**config.mk**
```make
export PLATFORM = sky130hd
export DESIGN_NAME = inv_shift_rows_stream
export DESIGN_NICKNAME = d
export VERILOG_FILES = /design/src/rtl/aes_pkg.sv /design/src/rtl/sr_bank.sv /design/src/rtl/inv_shift_rows_stream.sv
export SDC_FILE = /design/constraint.sdc
export NUM_CORES = 1
export LEC_CHECK = 0
export CAP_MARGIN = 20
export CORE_MARGIN = 2
export CORE_UTILIZATION = 31
export CTS_CLUSTER_SIZE = 20
export DETAILED_ROUTE_END_ITERATION = 7
export GPL_TIMING_DRIVEN = 0
export PLACE_DENSITY = 0.54
export RECOVER_POWER = 100
export SLEW_MARGIN = 20
export SYNTH_ARGS = -nofsm -noshare
export SYNTH_HDL_FRONTEND = slang
export SYNTH_HIERARCHICAL = 1
export SYNTH_SLANG_ARGS = --single-unit
```
**constraint.sdc**
```tcl
create_clock -name i_clk -period 3.28 [get_ports i_clk]
set_clock_uncertainty 0.1 [all_clocks]
set_input_delay 0.82 -clock i_clk [delete_from_list [all_inputs] [get_ports i_clk]]
set_output_delay 0.82 -clock i_clk [all_outputs]
set_load 0.01 [all_outputs]
```
**src/rtl/aes_pkg.sv**
```systemverilog
// Shared AES byte-level definitions: state geometry, bank bookkeeping
// and the (Inv)ShiftRows index maps for column-major byte order.
package aes_pkg;

    localparam int NB          = 4;
    localparam int STATE_BYTES = 16;

    localparam logic [3:0] LAST_IDX = 4'(STATE_BYTES - 1);

    typedef logic [7:0] byte_t;

    typedef enum logic [1:0] {
        BANK_EMPTY,
        BANK_FILLING,
        BANK_FULL
    } bank_state_t;

    // ShiftRows: output byte at (r, c) comes from (r, (c + r) mod 4).
    // Byte index k = 4c + r, so row is k[1:0] and column is k[3:2];
    // a 2-bit column sum wraps modulo NB for free.
    function automatic logic [3:0] shift_src(input logic [3:0] idx);
        logic [1:0] row;
        logic [1:0] col;
        row = idx[1:0];
        col = idx[3:2] + row;
        return {col, row};
    endfunction

    // InvShiftRows: output byte at (r, c) comes from (r, (c - r) mod 4).
    function automatic logic [3:0] inv_shift_src(input logic [3:0] idx);
        logic [1:0] row;
        logic [1:0] col;
        row = idx[1:0];
        col = idx[3:2] - row;
        return {col, row};
    endfunction

endpackage

```
**src/rtl/sr_bank.sv**
```systemverilog
// One 16-entry state bank: a single write port and an asynchronous
// read port, so the drain side sees the permuted byte in the same cycle.
module sr_bank
    import aes_pkg::*;
#(
    parameter int W = 8
) (
    input  logic         i_clk,
    input  logic         i_we,
    input  logic [3:0]   i_waddr,
    input  logic [W-1:0] i_wdata,
    input  logic [3:0]   i_raddr,
    output logic [W-1:0] o_rdata
);

    logic [W-1:0] r_mem [STATE_BYTES];

    // Capture the accepted input byte at the write pointer.
    // NOTE: the storage array has no reset; a bank is only read once it is FULL,
    // and the top gates o_byte to zero whenever nothing valid is presented.
    always_ff @(posedge i_clk) begin
        if (i_we) begin
            r_mem[i_waddr] <= i_wdata;
        end
    end

    assign o_rdata = r_mem[i_raddr];

endmodule

```
**src/rtl/inv_shift_rows_stream.sv**
```systemverilog
// Byte-serial (Inv)ShiftRows with a two-bank ping-pong buffer: one bank
// fills from the input stream while the other drains in permuted order.
module inv_shift_rows_stream
    import aes_pkg::*;
#(
    parameter int BYTE_W  = 8,
    parameter bit INVERSE = 1'b1
) (
    input  logic              i_clk,
    input  logic              i_rst_n,
    input  logic              i_valid,
    output logic              o_ready,
    input  logic [BYTE_W-1:0] i_byte,
    input  logic              i_last,
    output logic              o_valid,
    input  logic              i_ready,
    output logic [BYTE_W-1:0] o_byte,
    output logic              o_last,
    output logic              o_err
);

    bank_state_t r_state [2];
    logic        r_wsel;
    logic        r_rsel;
    logic [3:0]  r_wptr;
    logic [3:0]  r_ridx;
    logic        r_err;

    logic              w_accept;
    logic              w_drain;
    logic [3:0]        w_src;
    logic [BYTE_W-1:0] w_rdata [2];

    // The write side stalls only while its target bank still awaits draining;
    // the read side presents data only from a completely filled bank.
    assign o_ready  = (r_state[r_wsel] != BANK_FULL);
    assign o_valid  = (r_state[r_rsel] == BANK_FULL);
    assign w_accept = i_valid && o_ready;
    assign w_drain  = o_valid && i_ready;

    assign w_src  = INVERSE ? inv_shift_src(r_ridx) : shift_src(r_ridx);
    assign o_byte = o_valid ? w_rdata[r_rsel] : '0;
    assign o_last = o_valid && (r_ridx == LAST_IDX);
    assign o_err  = r_err;

    for (genvar b = 0; b < 2; b++) begin : g_bank
        sr_bank #(.W(BYTE_W)) u_bank (
            .i_clk   (i_clk),
            .i_we    (w_accept && (int'(r_wsel) == b)),
            .i_waddr (r_wptr),
            .i_wdata (i_byte),
            .i_raddr (w_src),
            .o_rdata (w_rdata[b])
        );
    end

    // Bank bookkeeping: drain and fill update independent banks each cycle.
    // Draining needs rsel's bank FULL and filling needs wsel's bank not FULL,
    // so the two r_state updates below can never target the same bank.
    // NOTE: all state here uses non-blocking assignments so every update sees
    // the pre-edge values, regardless of statement order inside the block.
    always_ff @(posedge i_clk or negedge i_rst_n) begin
        if (!i_rst_n) begin
            r_state[0] <= BANK_EMPTY;
            r_state[1] <= BANK_EMPTY;
            r_wsel     <= 1'b0;
            r_rsel     <= 1'b0;
            r_wptr     <= '0;
            r_ridx     <= '0;
            r_err      <= 1'b0;
        end else begin
            r_err <= 1'b0;

            if (w_drain) begin
                if (r_ridx == LAST_IDX) begin
                    r_state[r_rsel] <= BANK_EMPTY;
                    r_rsel          <= ~r_rsel;
                    r_ridx          <= '0;
                end else begin
                    r_ridx <= r_ridx + 4'd1;
                end
            end

            if (w_accept) begin
                if (r_wptr == LAST_IDX) begin
                    // Byte 15 always commits; a missing i_last is still flagged.
                    r_state[r_wsel] <= BANK_FULL;
                    r_wsel          <= ~r_wsel;
                    r_wptr          <= '0;
                    r_err           <= ~i_last;
                end else if (i_last) begin
                    // Short block: drop it and restart the same bank.
                    r_state[r_wsel] <= BANK_EMPTY;
                    r_wptr          <= '0;
                    r_err           <= 1'b1;
                end else begin
                    r_state[r_wsel] <= BANK_FILLING;
                    r_wptr          <= r_wptr + 4'd1;
                end
            end
        end
    end

endmodule

```
==> summary.txt <==
Worst hold path
  • Hold Crit Endpoint: r_state[1]$_DFF_PN0_
  • Hold depth: 2
  • HP Class: register to register
  • Hold Startpoint: r_state[1]$_DFF_PN0_

Critical path
  • Worst setup SP type: register
  • Worst EP required: 2.36 ns
  • Flop-to-flop setup slack: 0.58 ns
  • Critical R2R Launch: r_state[1]$_DFF_PN0_
  • Data arrival, critical path: 2.74 ns
  • CP max FO: 8
  • Reg-to-Reg End: g_bank[1].u_bank/r_mem[3][5]$_DFFE_PP_
  • Cells on worst reg2reg path: 5
  • Critical path type: register to output pin
  • Critical path endpoint category: output pin

Die
  • Core area: 34,500 um2
  • Die width: 191 um
  • Row cnt: 68
  • Starting Density: 0.315
  • Die H: 191 um
  • Io pins: 25
  • Die area: 36,600 um2

Place
  • Cells after DPL: 1,018
  • Port bufs: 24
  • Post-DP HPWL: 15,000 um
  • Final Wtd Congestion: 0.768
  • Setup WS pre-CTS: -1.07 ns

Layout
  • Fill count: 3,197
  • Final Instance Count excl. Fillers: 1,083
  • # nets final: 623
  • Antenna cells: 0
  • Multi-input gate area: 2820 um2
  • Register area: 8070 um2
  • Area added between synthesis and finish: 19.2%
  • Share of cells above drive strength 1: 0.288
  • Layout Utilization: 0.376

Timing
  • Worst-margin pin slew: 1.71 ns
  • Highest Clock Rate: 273 MHz
  • Relative slew slack: -0.140
  • Share of the clock period used by the worst path: 1.12
  • Final hold violation count: 0
  • Fin worst setup slack: -0.378 ns
  • Final setup violation count: 8
  • Unrepaired setup endpoints after global routing: true
  • Min Tclk post-route: 3.66 ns
  • Fin. max-slew vios: 198

Clocking
  • CTS root buf: clkbuf_16
  • Clock Path Buffers: 3
  • CTS H-tree depth: 1
  • Clock transition at path regs: 0.06 ns
  • Clock tree from TritonCTS: yes
  • Sink Count: 271
  • Worst-skew pair later-pin latency: 0.54 ns
  • Cts bufs inserted: 28
  • Hold-fix buffers at CTS: 0

GRT
  • Initial antenna violation count: 0
  • Vias in the first global route: 5,714
  • Grt total ovfl: 0
  • GRT Util Overall: 0.133
  • First-pass GRT wire length: 36,100 um
  • Largest net degree at the start of global routing: 33

Status
  • Violated checks: capacitance limit, slew limit, setup timing
  • Status: finished with violations

Pwr
  • Worst VDD drop: 0.000437 V
  • Pwr dens: 571 nW/um2
  • Leakage: 4.13 nW

Yosys
  • Yosys cell types: 42
  • Net count after synthesis: 555
  • Synthesized area: 10,900 um2
  • Avg Synthesized Cell Area: 20.2 um2
  • Post-synth EDFFs: 256
  • Synth Warn #: 6
  • Cells after Synth: 539
  • Post-synth top flop: edfxtp_1
  • Async SR Flop Fraction: 0.0554
  • Register area share after synthesis: 0.741
  • Total of flip-flops plus latches after synthesis: 271

Flow run
  • Max-Cap Viols: 6

Routing
  • Routed WL per cell: 22.4 um
  • Vias: 5,449
  • First-pass DRT Iterations: 5
  • Post-DRT Antenna Nets: 0
  • WL final: 24,300 um
  • Via density: 5.03
  • Residual DRC count: 0
  • Initial DRC Count: 441
where the power goes:
group          total, W  leakage, nW  switching, W  internal (W)
clock           0.00337        0.479       0.00129       0.00208
sequential      0.00386         2.51     0.0000374       0.00383
combinational  0.000170         1.14      0.000122     0.0000484
total           0.00740         4.13       0.00145       0.00596
cells in the mapped netlist, types with 8 or more instances:
library cell | count | share of area
edfxtp_1 | 256 | 0.71
nor2_1 | 39 | 0.013
mux4_2 | 36 | 0.074
a22oi_1 | 32 | 0.022
mux4_1 | 28 | 0.068
nand2_1 | 24 | 0.0083
dfrtp_1 | 15 | 0.034
nor3_1 | 9 | 0.0041
mux2i_1 | 8 | 0.0074
nand3_1 | 8 | 0.0037
worst max-delay path by stage:
| stage | cells after the start | endpoint | from |
|---|---|---|---|
| after detailed placement | 9 | o_byte[1] | r_ridx[1]$_DFFE_PN0N_ |
| after global placement | 9 | o_byte[2] | r_ridx[1]$_DFFE_PN0N_ |
| after CTS | 11 | o_byte[1] | r_ridx[0]$_DFFE_PN0N_ |
| final | 11 | o_byte[3] | r_ridx[0]$_DFFE_PN0N_ |
| after floorplan | 9 | o_byte[6] | r_ridx[0]$_DFFE_PN0N_ |
| after global routing | 8 | o_byte[0] | r_ridx[0]$_DFFE_PN0N_ |
cells by family (layout without fill, tap and decap cells):
logic type      Yosys count  count (layout)  share of synthesized area
compound gates           50              50                     0.0329
xor+xnor                  4               4                    0.00322
flops                   271             271                      0.741
buf+inv                  27             116                     0.0183
fa+ha+maj                 3               3                    0.00345
mux                      75              75                      0.153
simple gates            109             109                     0.0489
stage by stage:
| step | hold slack, ns | TNS, ns | cell area [um2] | total power (W) |
|---|---|---|---|---|
| 2_1_floorplan | 0.374 | 0 | 10900 | 0.00398 |
| 5_1_grt | 0.475 | -3.45 | 13000 | 0.00762 |
| 3_5_place_dp | 0.424 | -14.06 | 11700 | 0.00411 |
| 6_report | 0.436 | -2.69 | 13000 | 0.00740 |
| 4_1_cts | 0.440 | -3.04 | 13000 | 0.00750 |
| 3_3_place_gp | 0.403 | -25.36 | 11700 | 0.00409 |
cell usage in the layout (no fill, tap or decap), drive strengths merged, types with 8 or more instances in the layout:
master	n
mux4	64
clkbuf	43
mux2i	8
nand2	24
dfrtp	15
a22oi	32
nor2	40
nand3	8
nor3	9
edfxtp	256
clkinv	9
buf	41
critical path, stage by stage (launching register included):
cell	delay (ns)
dfrtp_2	0.46
ha_4	0.19
xnor2_4	0.19
xnor2_4	0.13
buf_12	0.15
buf_6	0.11
nor2_4	0.27
a22oi_2	0.17
nand2_1	0.12
mux2i_1	0.07
nor2_1	0.17
buf_2	0.17
cell type report:
| cell class | instances | share of cell area |
|---|---|---|
| multi-input cells | 241 | 0.217 |
| repair buffers | 43 | 0.0291 |
| plain buffers | 16 | 0.0105 |
| flip-flops and latches | 271 | 0.622 |
| clock inverters | 17 | 0.0185 |
| well taps | 455 | 0.0439 |
| inverters | 6 | 0.00174 |
| clock buffers | 34 | 0.0574 |
routing by layer:
layer | wire length [um] | track usage | vias to the layer above
li1 | - | - | 2373
met1 | 10300 | 0.172 | 2893
met2 | 12300 | 0.229 | 137
met3 | 944 | 0.0200 | 46
met4 | 775 | 0.0441 | 0
met5 | 0 | 0 | -
registers in the layout, indices dropped and copies added (netlist names):
register,count
r_wptr,4
r_state,4
r_wsel,1
g_bank.u_bank/r_mem,256
r_ridx,4
o_err,1
r_rsel,1
repair_timing:
action | in CTS | in global routing
setup buffers | 16 | 2
cloned | 1 | 0
resized for setup | 88 | 12
pin swaps | 23 | 9
setup endpoints to repair | 9 | 10
endpoints found under the hold margin | 0 | 0
No activity file was read; power rests on OpenSTA's default activity.
